**config.mk**
```make
export PLATFORM = sky130hd
export DESIGN_NAME = live_edge_conditioner
export DESIGN_NICKNAME = d
export VERILOG_FILES = /design/src/rtl/live_edge_conditioner.sv
export SDC_FILE = /design/constraint.sdc
export NUM_CORES = 1
export LEC_CHECK = 0
export CORE_ASPECT_RATIO = 1.25
export CORE_MARGIN = 4
export CORE_UTILIZATION = 50
export CTS_CLUSTER_SIZE = 28
export DETAILED_ROUTE_END_ITERATION = 6
export GPL_TIMING_DRIVEN = 1
export PLACE_DENSITY_LB_ADDON = 0.15
export SYNTH_ARGS = -nofsm -noshare
export SYNTH_HDL_FRONTEND = slang
export SYNTH_SLANG_ARGS = --single-unit
export TNS_END_PERCENT = 50
```
**constraint.sdc**
```tcl
create_clock -name clk -period 4.3 [get_ports clk]
set_input_delay 0.43 -clock clk [delete_from_list [all_inputs] [get_ports clk]]
set_output_delay 0.43 -clock clk [all_outputs]
set_load 0.02 [all_outputs]
```
**src/rtl/live_edge_conditioner.sv**
```systemverilog
// rtl/live_edge_conditioner.sv - LIVE gate synchroniser, glitch filter, edge pulses, spill counter and window timer
// live_rising is intended to clear every signal_capture instance at spill start.
module live_edge_conditioner #(
  parameter int SYNC_STAGES = 2,
  parameter int MIN_WIDTH   = 4,
  parameter int CNT_W       = 16,
  parameter int DUR_W       = 32
) (
  input  logic             clk,
  input  logic             reset,
  input  logic             live_in,
  output logic             live_level,
  output logic             live_rising,
  output logic             live_falling,
  output logic [CNT_W-1:0] spill_count,
  output logic [DUR_W-1:0] live_duration,
  output logic             duration_valid,
  output logic             duration_ovf
);

  localparam int FW = 8;
  // Count value at which the current sample is the MIN_WIDTH-th agreeing one.
  localparam logic [FW-1:0] LAST_CNT  = FW'(MIN_WIDTH - 1);
  localparam bit            IMMEDIATE = (MIN_WIDTH == 1);

  typedef enum logic [1:0] {
    IDLE,
    ARM_ON,
    LIVE,
    ARM_OFF
  } state_t;

  logic [SYNC_STAGES-1:0] sync_ff;
  logic                   sync_q;
  state_t                 state;
  logic [FW-1:0]          filt_cnt;
  logic [DUR_W-1:0]       dur_cnt;
  logic                   dur_ovf;
  logic                   rise_now;
  logic                   fall_now;

  assign sync_q = sync_ff[SYNC_STAGES-1];

  always_ff @(posedge clk) begin
    if (reset) begin
      sync_ff <= '0;
    end else begin
      sync_ff <= {sync_ff[SYNC_STAGES-2:0], live_in};
    end
  end

  // Accepted transitions, decided from the current state and synchronised sample.
  always_comb begin
    rise_now = 1'b0;
    fall_now = 1'b0;
    case (state)
      IDLE:    rise_now = sync_q && IMMEDIATE;
      ARM_ON:  rise_now = sync_q && (filt_cnt >= LAST_CNT);
      LIVE:    fall_now = !sync_q && IMMEDIATE;
      ARM_OFF: fall_now = !sync_q && (filt_cnt >= LAST_CNT);
      default: begin
        rise_now = 1'b0;
        fall_now = 1'b0;
      end
    endcase
  end

  always_ff @(posedge clk) begin
    if (reset) begin
      state          <= IDLE;
      filt_cnt       <= '0;
      live_level     <= 1'b0;
      live_rising    <= 1'b0;
      live_falling   <= 1'b0;
      duration_valid <= 1'b0;
      spill_count    <= '0;
      dur_cnt        <= '0;
      dur_ovf        <= 1'b0;
      live_duration  <= '0;
      duration_ovf   <= 1'b0;
    end else begin
      live_rising    <= rise_now;
      live_falling   <= fall_now;
      duration_valid <= fall_now;

      case (state)
        IDLE: begin
          if (sync_q) begin
            if (IMMEDIATE) begin
              state <= LIVE;
            end else begin
              state    <= ARM_ON;
              filt_cnt <= FW'(1);
            end
          end
        end
        ARM_ON: begin
          if (!sync_q) begin
            state    <= IDLE;
            filt_cnt <= '0;
          end else if (rise_now) begin
            state    <= LIVE;
            filt_cnt <= '0;
          end else begin
            filt_cnt <= filt_cnt + FW'(1);
          end
        end
        LIVE: begin
          if (!sync_q) begin
            if (IMMEDIATE) begin
              state <= IDLE;
            end else begin
              state    <= ARM_OFF;
              filt_cnt <= FW'(1);
            end
          end
        end
        ARM_OFF: begin
          if (sync_q) begin
            state    <= LIVE;
            filt_cnt <= '0;
          end else if (fall_now) begin
            state    <= IDLE;
            filt_cnt <= '0;
          end else begin
            filt_cnt <= filt_cnt + FW'(1);
          end
        end
        default: begin
          state    <= IDLE;
          filt_cnt <= '0;
        end
      endcase

      if (rise_now) begin
        live_level  <= 1'b1;
        spill_count <= spill_count + CNT_W'(1);
        dur_cnt     <= DUR_W'(1);
        dur_ovf     <= 1'b0;
      end else if (fall_now) begin
        live_level    <= 1'b0;
        live_duration <= dur_cnt;
        duration_ovf  <= dur_ovf;
      end else if (live_level) begin
        // Dropouts rejected by the filter keep live_level high, so they are timed too.
        if (dur_cnt == '1) begin
          dur_ovf <= 1'b1;
        end else begin
          dur_cnt <= dur_cnt + DUR_W'(1);
        end
      end
    end
  end

endmodule

```
==> run summary, run 1 <==
- **total via count in the routed design** 3646
- **via density per instance** 5.751
- **transition at the pin with the smallest max-transition slack** 1.089 ns
- **CTS Buf Count** 9
- **Post-route DRC** 0
- **post-synth design cell area** 0.004079 mm^2
- **post-synthesis to final-layout area growth** 18.37%
- **number of DRC markers in iteration 0** 133
- **worst path setup slack after routing** 1.460 ns
- **total of buffers placed on input and output ports** 55
- **count of final max-slew check failures** 0
- **number of cell rows** 36
- **YS warnings** 0
- **Post-Route Setup TNS** 0 ns
- **Non-Filler Cell Area, Final** 0.004828 mm^2
- **sequential fraction of the synthesis area** 0.4761
- **Avg Cell Area, Syn** 8.274 um^2
- **setup bufs post-CTS** 0
- **data arrival time of the critical path** 3.14 ns
- **floorplan core area** 0.007883 mm^2
- **Antenna Nets Post-Route** 0
- **# clock sinks** 97
- **buffer depth of the longest clock path** 2
- **required time of the critical path** 4.60 ns
- **run status** finished clean
- **ys flop type** sky130_fd_sc_hd__dfxtp_1
- **antenna violations before repair** 0
- **pin count of the biggest net entering global routing** 65
- **standby leakage power** 1.471 nW
- **Final Hold Viols** 0
- **mean routed wirelength per cell** 14.40 um
- **CP Capture Type** register
- **critical path startpoint category** register
- **clock tree skew after final layout** 0.01093 ns
- **maximum frequency from static timing analysis** 0.3522 GHz
- **total global routing track utilization** 0.2059
- **Layout Utilization** 0.6125
- **number of standard cells in the layout, taps in and fillers out** 634
- **number of synthesized register bits** 97
- **gr ovfl total** 0
- **EDFF count, synth** 0
- **Mapped Nets** 499
- **post-cts sizing count** 0
- **largest vdd supply drop** 0.2084 mV
- **power consumption** 1.463 mW
- **count of final setup violators** 0
- **die extent in y** 109.0 um
- **area share of the largest cell type after synthesis** 0.4761
- **part of the cycle the worst path needs** 0.6604
- **via count of the first global-routing pass** 3440
- **master of the slowest instance on the critical path** sky130_fd_sc_hd__and3b_1
- **hold buffer count at CTS** 0
- **Post-Route Hold Slack** 0.4537 ns
- **type of the worst setup path** register to register
- **share of synthesized flip-flops with an asynchronous set or reset** 0
- **critical path cell sequence** ha_1 > nand4_1 > nor3_1 > and3b_1 > buf_4 > o21ai_0 > a31oi_1
- **Mapped Cells** 493
- **CP Max Fanout** 29
- **register cell area after layout** 0.001942 mm^2
- **weighted congestion reported at the end of routability-driven placement** 0.8035
- **worst slew slack as a fraction of its limit** 0.2741
- **power per cell area** 302.9 mW/mm^2
- **Pre-antenna DRT Iters** 4
- **starting density of the core** 0.5175
- **largest incremental delay on the critical path** 0.70 ns
- **clock transition at the register clock pins on the worst setup and hold paths after CTS** 0.09 ns
- **Detail Placement HPWL** 6104 um
- **top-level port count** 56
- **count of H-tree levels built during CTS** 3
- **max_cap viols** 0
- **width of the chip** 88.79 um
- **total die area** 0.009676 mm^2
- **Skew-Pair Late Insertion Delay** 0.37 ns
- **area of the multi-input gates** 0.001998 mm^2
- **wire length of the first global-routing pass** 16030 um
- **CTS root buffer** sky130_fd_sc_hd__clkbuf_8
- **final wirelength** 9131 um
- **Setup Slack @ Placement** 1.528 ns
- **Post-layout nets** 540
- **Diodes inserted** 0
- **TritonCTS clock tree** done
- **crit path time final** 2.840 ns
- **cell taking the most area after synthesis** sky130_fd_sc_hd__dfxtp_1
- **Cells after DPL** 618
- **Min-Delay Path Class** register to register
- **Area contributors post-synth** sky130_fd_sc_hd__dfxtp_1 48%, sky130_fd_sc_hd__nand2_1 8.6%, sky130_fd_sc_hd__a21oi_1 8.2%, sky130_fd_sc_hd__or4_1 3.3%, sky130_fd_sc_hd__nor2_1 3.1%
- **Netlist cell types** 42
- **RSZ-0062 raised after global routing** no
- **total placed instance area** 0.004653 mm^2
- **number of fill cells in the layout** 717
- **fraction of layout cells with a size suffix above 1** 0.04638
-- state kept, by name, indices dropped and copies added, names as in the netlist, named ones only --
register and flops:
state 1, spill_count 16, duration_valid 1, live_rising 1
sync_ff 2, live_level 1, dur_cnt 32, live_duration 32
dur_ovf 1, duration_ovf 1, filt_cnt 8
-- worst max-delay path: cells and delay by family, from the launching register on --
family,cells,cell delay [ns]
AOI/OAI and AO/OA,2,0.30
buffers and inverters,1,0.38
and+or+nand+nor,3,1.44
adders and majority gates,1,0.22
DFF,1,0.42
-- placed cells by master (no fill, tap or decap), drive strengths merged, types with 5 or more instances in the layout --
cell type / count
dfxtp: 97
a21oi: 67
nor4: 11
clkbuf: 14
inv: 5
xor2: 5
nand2: 93
buf: 5
xnor2: 9
nand4: 17
or3: 14
and2: 6
o31ai: 17
nand3: 20
clkdlybuf4s50: 54
or4: 19
nor2: 34
o21ai: 13
-- power by group --
group | internal, mW | switching [mW] | total (mW)
Combinational | 0.00546 | 0.0173 | 0.0227
Sequential | 0.899 | 0.00177 | 0.901
Clock | 0.242 | 0.297 | 0.539
Total | 1.15 | 0.316 | 1.46
-- cells by family (layout without fill, tap and decap cells) --
family                   after synthesis  in the layout  synth area share
AO/OA/AOI/OAI                        106            106            0.1515
multiplexers                           4              4           0.01012
adder cells (fa/ha/maj)                3              3          0.009203
XOR/XNOR                              14             14           0.03006
buffers and inverters                 34             80           0.03405
AND/OR/NAND/NOR                      235            235            0.2890
flip-flops                            97             97            0.4761
-- area by class of cell --
| cell class | instances | area share |
|---|---|---|
| multi-input combinational | 362 | 0.4138 |
| timing repair buffer | 59 | 0.1192 |
| inverter | 5 | 0.003887 |
| clock buffer | 14 | 0.03369 |
| tap | 95 | 0.02462 |
| sequential | 97 | 0.4022 |
| clock inverter | 2 | 0.002591 |
-- Yosys cell counts (3+ instances only) --
master	number
sky130_fd_sc_hd__a21oi_1	67
sky130_fd_sc_hd__and2_1	6
sky130_fd_sc_hd__and3b_1	3
sky130_fd_sc_hd__and4_1	3
sky130_fd_sc_hd__buf_1	4
sky130_fd_sc_hd__buf_2	6
sky130_fd_sc_hd__clkbuf_1	18
sky130_fd_sc_hd__dfxtp_1	97
sky130_fd_sc_hd__ha_1	3
sky130_fd_sc_hd__inv_1	5
sky130_fd_sc_hd__mux2i_1	3
sky130_fd_sc_hd__nand2_1	93
sky130_fd_sc_hd__nand3_1	20
sky130_fd_sc_hd__nand4_1	17
sky130_fd_sc_hd__nor2_1	34
sky130_fd_sc_hd__nor3_1	3
sky130_fd_sc_hd__nor4_1	11
sky130_fd_sc_hd__o21ai_0	12
sky130_fd_sc_hd__o31ai_1	17
sky130_fd_sc_hd__or2_2	3
sky130_fd_sc_hd__or3_1	14
sky130_fd_sc_hd__or4_1	18
sky130_fd_sc_hd__xnor2_1	9
sky130_fd_sc_hd__xor2_1	5
-- layer usage --
metal / wire length [um] / track usage / vias to the layer above
met5: 0 / 0 / -
met3: 406 / 0.04006 / 14
met2: 4369 / 0.3349 / 72
met1: 4176 / 0.2634 / 1719
li1: - / - / 1841
met4: 177 / 0.08855 / 0
-- final timing paths --
path	slack [ns]	start	to	cells after the start
hold reg to reg	0.45	sync_ff[0]$_SDFF_PP0_	sync_ff[1]$_SDFF_PP0_	1
setup reg to reg	1.46	dur_cnt[0]$_SDFFE_PP0P_	dur_cnt[0]$_SDFFE_PP0P_	7
setup / recovery	1.46	dur_cnt[0]$_SDFFE_PP0P_	dur_cnt[0]$_SDFFE_PP0P_	7
hold / removal	0.45	sync_ff[0]$_SDFF_PP0_	sync_ff[1]$_SDFF_PP0_	1
Note: power is estimated with default switching activity, not from simulation.
==> run 2, diff against run 1 <==
--- a/config.mk
+++ b/config.mk
@@ -7,7 +7,7 @@
 export LEC_CHECK = 0
 export CORE_ASPECT_RATIO = 1.25
 export CORE_MARGIN = 4
-export CORE_UTILIZATION = 50
+export CORE_UTILIZATION = 49
 export CTS_CLUSTER_SIZE = 28
 export DETAILED_ROUTE_END_ITERATION = 6
 export GPL_TIMING_DRIVEN = 1
==> constraint.sdc (replaced) <==
create_clock -name clk -period 2.5 [get_ports clk]
set_input_delay 0.25 -clock clk [delete_from_list [all_inputs] [get_ports clk]]
set_output_delay 0.25 -clock clk [all_outputs]
set_load 0.02 [all_outputs]
==> run summary, run 2 (same netlist as run 1, synthesis figures left out) <==
- **Hold Path Stages** 2, was 1
- **via count of the first global-routing pass** 3417, was 3440
- **Post-layout nets** 552, was 540
- **type of the worst setup path** register to register, unchanged
- **number of cell rows** 36, unchanged
- **hold buffer count at CTS** 0, unchanged
- **critical path startpoint category** register, unchanged
- **floorplan core area** 0.007973 mm^2, was 0.007883 mm^2
- **CP Capture Type** register, unchanged
- **Diodes inserted** 0, unchanged
- **worst reg2reg startpoint** filt_cnt[0]$_SDFFE_PP0P_, was dur_cnt[0]$_SDFFE_PP0P_
- **Final Hold Viols** 0, unchanged
- **post-cts sizing count** 0, unchanged
- **Pre-antenna DRT Iters** 4, unchanged
- **Worst Hold Launch** reset, was sync_ff[0]$_SDFF_PP0_
- **antenna violations before repair** 0, unchanged
- **most frequent standard cell in the layout excluding fill and tap cells** sky130_fd_sc_hd__dfxtp_1, unchanged
- **R2R Setup Slk** 0.17 ns, was 1.46 ns
- **part of the cycle the worst path needs** 0.9340, was 0.6604
- **Antenna Nets Post-Route** 0, unchanged
- **width of the chip** 89.61 um, was 88.79 um
- **most frequent cells in the layout** 97 x sky130_fd_sc_hd__dfxtp_1, 93 x sky130_fd_sc_hd__nand2_1, 67 x sky130_fd_sc_hd__a21oi_1, unchanged
- **mean routed wirelength per cell** 13.83 um, was 14.40 um
- **count of H-tree levels built during CTS** 3, unchanged
- **data arrival time of the critical path** 2.61 ns, was 3.14 ns
- **fraction of layout cells with a size suffix above 1** 0.07078, was 0.04638
- **power per cell area** 526.9 mW/mm^2, was 302.9 mW/mm^2
- **number of cells traversed by the worst register-to-register path** 6, was 7
- **TritonCTS clock tree** done, unchanged
- **max_cap viols** 0, unchanged
- **power share of the combinational group** 0.015, was 0.016
- **total die area** 0.009857 mm^2, was 0.009676 mm^2
- **Reg power frac** 0.594, was 0.616
- **run status** finished clean, unchanged
- **buffer depth of the longest clock path** 2, unchanged
- **Post-route DRC** 0, unchanged
- **switching power share of the total** 0.2245, was 0.2161
- **pin count of the biggest net entering global routing** 56, was 65
- **P_int** 2.022 mW, was 1.146 mW
- **Layout Utilization** 0.6207, was 0.6125
- **total global routing track utilization** 0.1956, was 0.2059
- **die extent in y** 110.0 um, was 109.0 um
- **largest vdd supply drop** 0.3300 mV, was 0.2084 mV
- **wire length of the first global-routing pass** 15400 um, was 16030 um
- **worst slew slack as a fraction of its limit** 0.6236, was 0.2741
- **weighted congestion reported at the end of routability-driven placement** 0.8085, was 0.8035
- **total placed instance area** 0.004748 mm^2, was 0.004653 mm^2
- **Post-Route Setup TNS** 0 ns, unchanged
- **crit path time final** 2.335 ns, was 2.840 ns
- **count of final setup violators** 0, unchanged
- **clock transition at the register clock pins on the worst setup and hold paths after CTS** 0.10 ns, was 0.09 ns
- **count of final max-slew check failures** 0, unchanged
- **clock tree skew after final layout** 0.01563 ns, was 0.01093 ns
- **maximum frequency from static timing analysis** 0.4283 GHz, was 0.3522 GHz
- **RSZ-0062 raised after global routing** no, unchanged
- **starting density of the core** 0.5116, was 0.5175
- **top-level port count** 56, unchanged
- **Skew-Pair Late Insertion Delay** 0.38 ns, was 0.37 ns
- **total via count in the routed design** 3666, was 3646
- **CP Max Fanout** 9, was 29
- **via density per instance** 5.675, was 5.751
- **post-synthesis to final-layout area growth** 21.32%, was 18.37%
- **hold path endpoint** filt_cnt[1]$_SDFFE_PP0P_, was sync_ff[1]$_SDFF_PP0_
- **clock share of power** 0.391, was 0.369
- **number of DRC markers in iteration 0** 125, was 133
- **Non-Filler Cell Area, Final** 0.004949 mm^2, was 0.004828 mm^2
- **total of buffers placed on input and output ports** 55, unchanged
- **gr ovfl total** 0, unchanged
- **Detail Placement HPWL** 6213 um, was 6104 um
- **standby leakage power** 1.539 nW, was 1.471 nW
- **setup bufs post-CTS** 0, unchanged
- **CTS root buffer** sky130_fd_sc_hd__clkbuf_8, unchanged
- **Top Registers** dur_cnt (32), live_duration (32), spill_count (16), unchanged
- **required time of the critical path** 2.78 ns, was 4.60 ns
- **CTS Buf Count** 9, unchanged
- **# clock sinks** 97, unchanged
- **power consumption** 2.608 mW, was 1.463 mW
- **Post-Route Hold Slack** 0.1774 ns, was 0.4537 ns
- **net switching power** 0.5855 mW, was 0.3161 mW
- **final wirelength** 8935 um, was 9131 um
- **critical register-to-register path endpoint** dur_cnt[17]$_SDFFE_PP0P_, was dur_cnt[0]$_SDFFE_PP0P_
- **transition at the pin with the smallest max-transition slack** 0.5645 ns, was 1.089 ns
- **Min-Delay Path Class** primary input to register, was register to register
run 2: layout make-up:
| type | instances | area (um^2) |
|---|---|---|
| Fill cell | 720 | 3024 |
| Multi-Input combinational cell | 362 | 1998 |
| Sequential cell | 97 | 1942 |
| Timing Repair Buffer | 71 | 678.2 |
| Clock buffer | 10 | 127.6 |
| Tap cell | 95 | 118.9 |
| Clock inverter | 6 | 65.06 |
| Inverter | 5 | 18.77 |
run 2: stage by stage:
stage / instances / setup WS (ns)
floorplan: 493 / 0.3260
finish: 646 / 0.1651
global route: 646 / 0.008641
global placement: 629 / 0.1184
detailed placement: 629 / 0.09070
CTS: 645 / 0.08652
run 2: worst max-delay path by stage:
stage | start | endpoint | slack (ns) | cells past startpoint
final | filt_cnt[0]$_SDFFE_PP0P_ | dur_cnt[17]$_SDFFE_PP0P_ | 0.17 | 6
after floorplan | filt_cnt[0]$_SDFFE_PP0P_ | dur_cnt[29]$_SDFFE_PP0P_ | 0.33 | 7
after global placement | filt_cnt[0]$_SDFFE_PP0P_ | dur_cnt[17]$_SDFFE_PP0P_ | 0.12 | 6
after detailed placement | filt_cnt[0]$_SDFFE_PP0P_ | dur_cnt[17]$_SDFFE_PP0P_ | 0.09 | 6
after CTS | filt_cnt[0]$_SDFFE_PP0P_ | dur_cnt[30]$_SDFFE_PP0P_ | 0.09 | 6
after global routing | filt_cnt[0]$_SDFFE_PP0P_ | dur_cnt[7]$_SDFFE_PP0P_ | 0.009 | 7
run 2: layer usage:
layer / routed length, um / GRT usage / vias to the layer above
li1: - / - / 1865
met1: 4039 / 0.2380 / 1718
met2: 4347 / 0.3295 / 70
met3: 350 / 0.03346 / 13
met4: 198 / 0.09468 / 0
met5: 0 / 0 / -
run 2: power by group through the flow:
stage / sequential, mW / combinational (mW) / clock (mW)
2_1_floorplan: 1.58 / 0.0301 / 0
3_3_place_gp: 1.59 / 0.0391 / 0
5_1_grt: 1.55 / 0.0441 / 1.10
6_report: 1.55 / 0.0389 / 1.02
4_1_cts: 1.55 / 0.0396 / 1.05
3_5_place_dp: 1.59 / 0.0396 / 0
run 2: worst max-delay path, stage by stage, from the launching register on:
cell	delay [ns]
sky130_fd_sc_hd__dfxtp_1	0.33
sky130_fd_sc_hd__ha_1	0.20
sky130_fd_sc_hd__or4_4	0.46
sky130_fd_sc_hd__o2111ai_4	0.32
sky130_fd_sc_hd__nand3_1	0.29
sky130_fd_sc_hd__nor4_1	0.28
sky130_fd_sc_hd__mux2_2	0.36
==> run 3, diff against run 2 <==
--- a/config.mk
+++ b/config.mk
@@ -11,6 +11,7 @@
 export CTS_CLUSTER_SIZE = 28
 export DETAILED_ROUTE_END_ITERATION = 6
 export GPL_TIMING_DRIVEN = 1
+export HOLD_SLACK_MARGIN = 0.15
 export PLACE_DENSITY_LB_ADDON = 0.15
 export SYNTH_ARGS = -nofsm -noshare
 export SYNTH_HDL_FRONTEND = slang
==> results of run 3 <==
Final layout, timing and power as in run 2 (identical DEF).
